$ cat src/rtl/anim_pkg.sv
// Shared types and defaults for the animation pipeline (frame_sequencer,
// clear_screen, line_drawer and the wrap_add helper).
package anim_pkg;

  // Pixel coordinate on the VGA frame buffer. 11 bits covers 0..2047.
  typedef logic [10:0] coord_t;

  localparam int H_RES_DEF = 640;
  localparam int V_RES_DEF = 480;

  // Frame sequencer states. Each *_ARM state exists because the engines'
  // done flags are still high from the previous job in the cycle after a
  // start pulse.
  typedef enum logic [3:0] {
    ST_IDLE,
    ST_CLR_GO,
    ST_CLR_ARM,
    ST_CLR_WAIT,
    ST_FETCH,
    ST_LOAD,
    ST_LN_GO,
    ST_LN_ARM,
    ST_LN_WAIT,
    ST_DONE
  } seq_state_e;

endpackage

$ cat src/rtl/wrap_add.sv
// wrap_add: modular coordinate offset for one screen axis.
//   result = (min(coord, MOD-1) + off) wrapped once into [0, MOD).
// Valid as long as off < MOD, which keeps the 12-bit sum below 2*MOD, so a
// single conditional subtract replaces a divider.
// Ports:
//   coord   in  11  raw coordinate (may exceed the screen)
//   off     in  11  offset, must be < MOD
//   result  out 11  wrapped coordinate
module wrap_add
  import anim_pkg::*;
#(
  parameter int MOD = H_RES_DEF
) (
  input  logic [10:0] coord,
  input  logic [10:0] off,
  output logic [10:0] result
);

  coord_t      clamped;
  logic [11:0] sum;

  // NOTE: every variable driven here gets a value on every path; a missed
  // branch in a combinational block would infer a latch.
  always_comb begin
    clamped = (coord >= coord_t'(MOD)) ? coord_t'(MOD - 1) : coord;
    sum     = {1'b0, clamped} + {1'b0, off};
    result  = (sum >= 12'(MOD)) ? coord_t'(sum - 12'(MOD)) : coord_t'(sum);
  end

endmodule

$ cat src/rtl/frame_sequencer.sv
// frame_sequencer: per-frame scheduler for clear_screen and line_drawer.
// On a frame tick it clears the screen, then walks the segment table issuing
// one line at a time with a running (x,y) offset that advances every frame.
// It owns the single pixel write port to the frame buffer.
// Ports:
//   clk, reset                 clock, asynchronous active-high reset
//   frame_tick, enable         frame request pulse, frame start gate
//   seg_addr / seg_x0..seg_y1  segment table address, data one cycle later
//   clear_start/clear_done     handshake with clear_screen
//   clear_x, clear_y           clear_screen pixel address
//   line_start/line_done       handshake with line_drawer
//   lines_x, lines_y           line_drawer pixel address
//   x0, y0, x1, y1             offset endpoints to line_drawer
//   x, y, color                pixel write port (color 0 = clear, 1 = line)
//   busy, frame_done, overrun  status: not idle, frame finished, tick dropped
module frame_sequencer
  import anim_pkg::*;
#(
  parameter  int N_SEGS = 4,
  parameter  int H_RES  = H_RES_DEF,
  parameter  int V_RES  = V_RES_DEF,
  parameter  int X_STEP = 20,
  parameter  int Y_STEP = 10,
  localparam int AW     = (N_SEGS > 1) ? $clog2(N_SEGS) : 1
) (
  input  logic          clk,
  input  logic          reset,
  input  logic          frame_tick,
  input  logic          enable,
  output logic [AW-1:0] seg_addr,
  input  logic [10:0]   seg_x0,
  input  logic [10:0]   seg_y0,
  input  logic [10:0]   seg_x1,
  input  logic [10:0]   seg_y1,
  output logic          clear_start,
  input  logic          clear_done,
  input  logic [10:0]   clear_x,
  input  logic [10:0]   clear_y,
  output logic          line_start,
  input  logic          line_done,
  input  logic [10:0]   lines_x,
  input  logic [10:0]   lines_y,
  output logic [10:0]   x0,
  output logic [10:0]   y0,
  output logic [10:0]   x1,
  output logic [10:0]   y1,
  output logic [10:0]   x,
  output logic [10:0]   y,
  output logic          color,
  output logic          busy,
  output logic          frame_done,
  output logic          overrun
);

  seq_state_e state, state_nxt;

  coord_t x_off, y_off;
  coord_t x_off_nxt, y_off_nxt;
  coord_t adj_x0, adj_y0, adj_x1, adj_y1;
  logic   last_seg;

  // Offset-adjusted endpoints of the segment currently on the table bus.
  wrap_add #(.MOD(H_RES)) u_wrap_x0 (.coord(seg_x0), .off(x_off), .result(adj_x0));
  wrap_add #(.MOD(V_RES)) u_wrap_y0 (.coord(seg_y0), .off(y_off), .result(adj_y0));
  wrap_add #(.MOD(H_RES)) u_wrap_x1 (.coord(seg_x1), .off(x_off), .result(adj_x1));
  wrap_add #(.MOD(V_RES)) u_wrap_y1 (.coord(seg_y1), .off(y_off), .result(adj_y1));

  // Offset advance: the offsets are always < modulus, so the clamp is inert
  // and the same wrap-once adder gives (off + STEP) mod RES.
  wrap_add #(.MOD(H_RES)) u_wrap_xoff (
    .coord(x_off), .off(coord_t'(X_STEP)), .result(x_off_nxt)
  );
  wrap_add #(.MOD(V_RES)) u_wrap_yoff (
    .coord(y_off), .off(coord_t'(Y_STEP)), .result(y_off_nxt)
  );

  assign last_seg = (seg_addr == AW'(N_SEGS - 1));
  assign busy     = (state != ST_IDLE);

  // Pixel port: engines never run at the same time, so color doubles as the
  // owner select for the address mux.
  assign x = color ? lines_x : clear_x;
  assign y = color ? lines_y : clear_y;

  // NOTE: state and datapath registers use non-blocking assignments so every
  // flop samples the pre-edge values regardless of statement order.
  always_ff @(posedge clk or posedge reset) begin
    if (reset) state <= ST_IDLE;
    else       state <= state_nxt;
  end

  always_comb begin
    state_nxt   = state;
    clear_start = 1'b0;
    line_start  = 1'b0;
    frame_done  = 1'b0;
    unique case (state)
      ST_IDLE:     if (frame_tick && enable) state_nxt = ST_CLR_GO;
      ST_CLR_GO: begin
        clear_start = 1'b1;
        state_nxt   = ST_CLR_ARM;
      end
      ST_CLR_ARM:  state_nxt = ST_CLR_WAIT;
      ST_CLR_WAIT: if (clear_done) state_nxt = ST_FETCH;
      ST_FETCH:    state_nxt = ST_LOAD;
      ST_LOAD:     state_nxt = ST_LN_GO;
      ST_LN_GO: begin
        line_start = 1'b1;
        state_nxt  = ST_LN_ARM;
      end
      ST_LN_ARM:   state_nxt = ST_LN_WAIT;
      ST_LN_WAIT:  if (line_done) state_nxt = last_seg ? ST_DONE : ST_FETCH;
      ST_DONE: begin
        frame_done = 1'b1;
        state_nxt  = ST_IDLE;
      end
      default:     state_nxt = ST_IDLE;
    endcase
  end

  always_ff @(posedge clk or posedge reset) begin
    if (reset) begin
      seg_addr <= '0;
      x0       <= '0;
      y0       <= '0;
      x1       <= '0;
      y1       <= '0;
      x_off    <= '0;
      y_off    <= '0;
      color    <= 1'b0;
      overrun  <= 1'b0;
    end else begin
      // Any tick that arrives while a frame is in flight (DONE included)
      // is dropped and reported one cycle later.
      overrun <= frame_tick && busy;
      unique case (state)
        ST_CLR_GO:   color <= 1'b0;
        ST_CLR_WAIT: if (clear_done) seg_addr <= '0;
        ST_LOAD: begin
          x0    <= adj_x0;
          y0    <= adj_y0;
          x1    <= adj_x1;
          y1    <= adj_y1;
          color <= 1'b1;
        end
        ST_LN_WAIT:  if (line_done && !last_seg) seg_addr <= seg_addr + AW'(1);
        ST_DONE: begin
          x_off    <= x_off_nxt;
          y_off    <= y_off_nxt;
          seg_addr <= '0;
          color    <= 1'b0;
        end
        default: ;
      endcase
    end
  end

endmodule

$ cat config.mk
export PLATFORM = sky130hd
export DESIGN_NAME = frame_sequencer
export DESIGN_NICKNAME = d
export VERILOG_FILES = /design/src/rtl/anim_pkg.sv /design/src/rtl/wrap_add.sv /design/src/rtl/frame_sequencer.sv
export SDC_FILE = /design/constraint.sdc
export NUM_CORES = 1
export LEC_CHECK = 0
export BUFFER_PORTS_ARGS = -buffer_cell sky130_fd_sc_hd__buf_2
export CAP_MARGIN = 10
export CELL_PAD_IN_SITES_DETAIL_PLACEMENT = 1
export CELL_PAD_IN_SITES_GLOBAL_PLACEMENT = 2
export CORE_ASPECT_RATIO = 2
export CORE_MARGIN = 2
export CORE_UTILIZATION = 34
export CTS_CLUSTER_SIZE = 10
export DETAILED_ROUTE_END_ITERATION = 16
export PLACE_DENSITY = 0.91
export SLEW_MARGIN = 10
export SYNTH_ARGS = -nofsm -noshare
export SYNTH_HDL_FRONTEND = slang
export SYNTH_SLANG_ARGS = --single-unit
$ cat constraint.sdc
create_clock -name clk -period 7.3 [get_ports clk]
set_input_delay 0.365 -clock clk [delete_from_list [all_inputs] [get_ports clk]]
set_output_delay 0.365 -clock clk [all_outputs]
set_load 0.01 [all_outputs]
==> results of run 1 <==
[Yosys cell counts, types with 3 or more instances]
cell | number | area [sq um]
o21a_1 | 20 | 150
o22ai_1 | 4 | 25.0
nor2_1 | 46 | 173
o31ai_1 | 10 | 75.1
or2_2 | 16 | 100
o21ai_0 | 51 | 255
nor3_1 | 11 | 55.1
a31oi_1 | 10 | 62.6
clkbuf_1 | 17 | 63.8
a21o_1 | 14 | 105
xnor2_1 | 20 | 175
o21bai_1 | 4 | 30.0
mux2_2 | 23 | 259
o2111ai_1 | 5 | 43.8
dfrtp_1 | 74 | 1850
nand2_1 | 107 | 402
nand4_1 | 5 | 31.3
nand2b_1 | 5 | 31.3
o211ai_1 | 9 | 67.6
o211a_1 | 4 | 40.0
or3_1 | 34 | 213
nor2b_1 | 5 | 31.3
a211o_1 | 4 | 35.0
a311oi_1 | 3 | 26.3
a21oi_1 | 47 | 235
ha_1 | 58 | 726
inv_1 | 24 | 90.1
buf_1 | 3 | 11.3
fa_1 | 4 | 80.1
a211oi_1 | 10 | 75.1
and3_1 | 8 | 50.1
nand3b_1 | 5 | 37.5
and2_1 | 10 | 62.6
nand3_1 | 16 | 80.1
xor2_1 | 16 | 140
[through the flow]
stage / hold WS, ps / instances / total power, mW
global placement: 236 / 1110 / 1.93
finish: 246 / 1127 / 2.39
CTS: 234 / 1127 / 2.43
detailed placement: 239 / 1110 / 1.97
floorplan: 477 / 742 / 1.51
global route: 257 / 1127 / 2.59
[registers in the layout, summed over array words and instances, names as in the netlist]
register and cells:
y0 11, color 1, x0 11, y_off 11
x_off 11, state 4, seg_addr 2, overrun 1
y1 11, x1 11
[routing by layer]
metal  global-route usage [%]  wire length (microns)  vias to the layer above  share of wire [%]
met5                        0                      0                        -                  0
met4                     9.03                    704                        0                3.6
met3                     2.93                    824                       41                4.2
met2                     41.8                  11500                      162                 58
met1                     18.3                   6690                     3007                 34
li1                         -                      -                     3015                  -
[worst max-delay path: cells and delay by family]
kind	cells	cell delay, ps
fa+ha+maj	2	650
buf+inv	1	100
simple gates	3	930
compound gates	6	1650
[cell families (layout without fill, tap and decap cells)]
group,after synthesis,count (layout)
AO/OA/AOI/OAI,215,215
multiplexers,25,25
buffers and inverters,44,213
AND/OR/NAND/NOR,280,280
flip-flops,74,74
XOR/XNOR,36,36
other,1,6
adder cells (fa/ha/maj),62,62
[area by class of cell]
type	count	area [sq um]	area share, %
clock inverter	5	53.8	0.707
tap	216	270	3.55
clock buffer	11	243	3.19
timing repair buffer	173	883	11.6
multi-input combinational	624	4220	55.4
sequential	74	1850	24.3
inverter	24	91.3	1.20
[worst max path at each step]
| stage | to | slack (ps) | cells past startpoint |
|---|---|---|---|
| after floorplan | x0[7] | 4100 | 11 |
| after global placement | x0[7] | 3660 | 12 |
| after detailed placement | x0[9] | 3520 | 12 |
| after CTS | x0[9] | 3880 | 12 |
| after global routing | x0[9] | 3610 | 12 |
| final | x0[9] | 3870 | 12 |
[where the power goes]
part | leakage (nW) | internal, mW | switching (mW) | total [mW]
Clock | 0.149 | 0.273 | 0.177 | 0.450
Sequential | 0.914 | 0.565 | 0.154 | 0.719
Combinational | 2.71 | 0.531 | 0.694 | 1.22
==> results.yml, run 1 <==
run_status:
  status: "finished clean"
cts:
  clockBufferDepth: 2
  cts_buffers: 9
  hold_buffers: 1
  cts.sinks: 74
  htreeDepth: 3
  postCtsSetupBuffers: 0
  clk_latency_ps: 340
  cts-resized-gates: 0
  cts_tree: "done"
  clkTransAtPathRegs_ps: 60
  root_buffer: "clkbuf_16"
layout:
  diodes: 0
  nNetsFinal: 1062
  final_cell_mix: "buf_2 (167), nand2_1 (107), dfrtp_1 (74)"
  area_delta_synth_final_pct: 22.5
  final_area_sq_mm: 0.00761
  post-route-util_pct: 42.0
  layout_commonest_cell: "buf_2"
  drive_gt1_share_pct: 26.0
  num-fill-cells: 2265
critical_path:
  cp.required_ps: 7560
  critical_path_class: "in2reg"
  reg2reg_to: "x0[9]"
  worst-r2r-setup-slack_ps: 4130
  cp_cell_sequence: "buf_2 -> o21a_1 -> or3_1 -> ha_1 -> fa_1 -> a21o_1 -> a32oi_1 -> a311oi_1 -> or3_1 -> a21boi_0 -> nand4_1 -> a31oi_1"
  endpoint_kind: "flip-flop"
  crit_fanout: 8
  rr_startpoint: "x_off[0]"
  r2r_cells: 9
  cpPeakStageDelay_ps: 550
  cp-start-kind: "input pin"
  crit_arrival_ps: 3690
  cp_slowest_cell: "a21boi_0"
  crit_path_frequent_cell: "or3_1"
  crit_start: "seg_x0[7]"
job:
  drv_cap: 0
synth:
  synth-edff-count: 0
  synthMuxAreaShare_pct: 4.49
  syn_inst: 737
  syn-cell-area_sq_mm: 0.00621
  synthSimpleGateAreaFrac_pct: 22.0
  synth_fa_ha_area_share_pct: 13.0
  synth_seq_area_share_pct: 29.8
  yosysWarningCount: 0
  synth_top_family_by_area: "compound AO/OA/AOI/OAI gates"
  ys.flop_type: "dfrtp_1"
  synth-xor-area-share_pct: 5.07
  synthArstFlopShare_pct: 100
  avgSynthCellArea_sq_um: 8.43
  synth_compound_area_share_pct: 22.9
  ys_types: 63
  synth_seq_cells: 74
placement:
  io_buffers: 167
  gp_congestion: 0.830
  pre_cts_slack_ps: 3520
  post-dp-hpwl_microns: 16100
  place_area_sq_mm: 0.00731
timing:
  fmax_mhz: 291
  finalHoldViolations: 0
  finalCritPeriodShare_pct: 47.0
  setup_viol: 0
  drv_slew: 0
  period_needed_ps: 3430
  grt_setup_unrepaired: "no"
  tightest_slew_ps: 936
  slew_headroom_pct: 37.6
  tns_ps: 0
  skew_ps: 10.4
  setup_ws_ps: 3870
routing:
  drt-total-wl_microns: 19700
  via_per_inst: 5.52
  drtAntennaViolNets: 0
  drc: 0
  drt_iter0_drc: 167
  wl_per_cell_microns: 17.5
  drt_first_pass_iters: 5
  vias: 6225
floorplanning:
  die_area_sq_mm: 0.0194
  num_rows: 70
  die_h_microns: 195
  fp.coreArea_sq_mm: 0.0181
  start_util_pct: 34.3
  fp.dieW_microns: 99.6
  ios: 168
power:
  p_per_area_mw_per_mm2: 314
  ir_drop_v: 0.000116
  power_leakage_nw: 3.77
worst_hold_path:
  min_path_type: "in2reg"
  worstHoldPathCells: 2
  min_from: "frame_tick"
  holdPathEnd: "overrun"
global_routing:
  grt_pass1_vias: 6489
  antenna_found_initial: 0
  grt_overflow_total: 0
  grt_max_degree: 71
  grt_first_pass_wirelength_microns: 31300
  grt_use_total_pct: 20.2
(Power assumes the default switching activity.)
==> run 2: changes to the inputs <==
--- a/config.mk
+++ b/config.mk
@@ -11,10 +11,10 @@
 export CELL_PAD_IN_SITES_GLOBAL_PLACEMENT = 2
 export CORE_ASPECT_RATIO = 2
 export CORE_MARGIN = 2
-export CORE_UTILIZATION = 34
+export CORE_UTILIZATION = 28
 export CTS_CLUSTER_SIZE = 10
 export DETAILED_ROUTE_END_ITERATION = 16
-export PLACE_DENSITY = 0.91
+export PLACE_DENSITY = 0.8
 export SLEW_MARGIN = 10
 export SYNTH_ARGS = -nofsm -noshare
 export SYNTH_HDL_FRONTEND = slang
==> constraint.sdc (replaced) <==
create_clock -name clk -period 2.78 [get_ports clk]
set_input_delay 0.139 -clock clk [delete_from_list [all_inputs] [get_ports clk]]
set_output_delay 0.139 -clock clk [all_outputs]
set_load 0.01 [all_outputs]
==> run 2 against run 1 <==
Effect of this change: first-iteration DRC count fell by 1.2%; clock-buffer cell count is 2 lower; global-route usage shrank 1.5 points; critical path type is now reg2reg; sequential share of layout area shrank 3.4 points; sequential cell count unchanged; setup slack lost 3900 ps; the flow now finishes with violations (negative setup slack).
==> results.yml, run 2 (same netlist as run 1, synthesis figures left out) <==
run_status:
  status: "complete, but fails checks"
  violations: "negative setup slack"
placement:
  io_buffers: 167
  gp_congestion: 0.846
  post-dp-hpwl_microns: 17800
critical_path:
  reg2reg_to: "y1[6]"
  critical_path_class: "reg2reg"
  cp.required_ps: 3070
  r2r_cells: 10
  cp-start-kind: "flip-flop"
  worst-r2r-setup-slack_ps: -30
  cpPeakStageDelay_ps: 500
  endpoint_kind: "flip-flop"
  cp_slowest_cell: "or4b_1"
  crit_arrival_ps: 3090
  rr_startpoint: "y_off[0]"
  crit_fanout: 5
  cp_cell_sequence: "ha_4 -> inv_2 -> fa_2 -> nand3b_1 -> a21oi_2 -> or3_1 -> and4_4 -> a2111o_1 -> or4b_1 -> nand3_1"
timing:
  finalHoldViolations: 0
  period_needed_ps: 2810
  fmax_mhz: 356
  finalCritPeriodShare_pct: 101
  tightest_slew_ps: 908
  setup_viol: 2
  setup_ws_ps: -27.7
  drv_slew: 0
  skew_ps: 10.4
  slew_headroom_pct: 39.5
  holdWs_ps: 15.9
  grt_setup_unrepaired: "yes"
cts:
  cts_buffers: 9
  cts.sinks: 74
  htreeDepth: 3
  root_buffer: "clkbuf_16"
  clkTransAtPathRegs_ps: 70
  cts_tree: "done"
  clk_latency_ps: 350
  clockBufferDepth: 2
power:
  ir_drop_v: 0.000472
  p_per_area_mw_per_mm2: 816
  power.total_mw: 7.25
  power_leakage_nw: 4.36
  internal_power_mw: 4.27
  p_clk_share_pct: 19.4
  seq_power_share_pct: 25.9
  power.switching_mw: 2.97
  swShare_pct: 41.0
  pwr-share-comb_pct: 54.7
layout:
  num-fill-cells: 2688
  final_cell_mix: "buf_2 (167), nand2_1 (105), buf_4 (104)"
  multi_input_area_sq_mm: 0.00457
  diodes: 0
  register_area_sq_mm: 0.00186
  area_delta_synth_final_pct: 43.0
  post-route-util_pct: 40.4
  layout_commonest_cell: "buf_2"
  nNetsFinal: 1164
  drive_gt1_share_pct: 38.9
routing:
  drt-total-wl_microns: 21900
  drc: 0
  drt_first_pass_iters: 4
  via_per_inst: 5.12
  drt_iter0_drc: 165
  wl_per_cell_microns: 17.0
  drtAntennaViolNets: 0
  vias: 6606
worst_hold_path:
  worstHoldPathCells: 2
  holdPathEnd: "overrun"
  min_path_type: "in2reg"
  min_from: "frame_tick"
floorplanning:
  fp.dieW_microns: 109
  num_rows: 77
  die_h_microns: 215
  fp.coreArea_sq_mm: 0.0220
  start_util_pct: 28.3
  ios: 168
  die_area_sq_mm: 0.0235
global_routing:
  antenna_found_initial: 0
  grt_max_degree: 44
  grt_use_total_pct: 18.7
  grt_pass1_vias: 7037
  grt_overflow_total: 0
  grt_first_pass_wirelength_microns: 34500
job:
  drv_cap: 0
[run 2: per-layer routing]
layer,global-route usage [%],share of wire [%]
met1,17.4,34
met2,38.9,60
met3,1.64,3.0
met4,7.51,3.1
met5,0,0
[run 2: power groups by stage]
stage / logic [mW] / registers, mW / clock network, mW
after global routing: 4.42 / 1.94 / 1.49
after CTS: 3.84 / 1.89 / 1.44
after global placement: 3.65 / 1.89 / 0
after detailed placement: 3.74 / 1.90 / 0
final: 3.96 / 1.87 / 1.41
after floorplan: 2.09 / 1.91 / 0
[run 2: timing repair]
item                       CTS  global route
buffers inserted             6             7
hold endpoints to repair    31             0
hold buffers                 1             0
gates resized for setup     15            51
setup endpoints to repair   10            21
pin swaps                   15            35
[run 2: cell type report]
cell class	count	area share (%)
clock buffer	9	2.53
clock inverter	7	1.41
inverter	24	1.03
multi-input combinational	624	51.5
sequential	74	20.9
tap	276	3.89
timing repair buffer	275	18.8
[run 2: stage by stage]
stage                     instances  setup slack, ps  setup TNS, ps  instance area (sq um)
after global routing           1289             -114           -417                   8880
after floorplan                 742           -0.346         -0.346                   6280
after CTS                      1282             -129           -259                   8590
after detailed placement       1259             -554          -6180                   8110
final                          1289            -27.7          -31.8                   8880
after global placement         1259             -400          -4310                   8110
[run 2: how the worst max path moves through the flow]
stage | start | end | slack [ps] | depth (start not counted)
floorplan | seg_y1[9] | y1[6] | -0.3 | 13
detailed placement | seg_y0[9] | y0[7] | -550 | 13
global placement | seg_y0[9] | y0[7] | -400 | 13
finish | y_off[0] | y1[6] | -30 | 10
global route | y_off[0] | y1[6] | -110 | 12
CTS | y_off[0] | y1[6] | -130 | 10
[run 2: worst max-delay path: cells and delay by family, from the launching register on]
kind | cells | cell delay [ps]
simple gates | 5 | 1320
compound gates | 2 | 570
flops | 1 | 440
fa+ha+maj | 2 | 370
buf+inv | 1 | 50
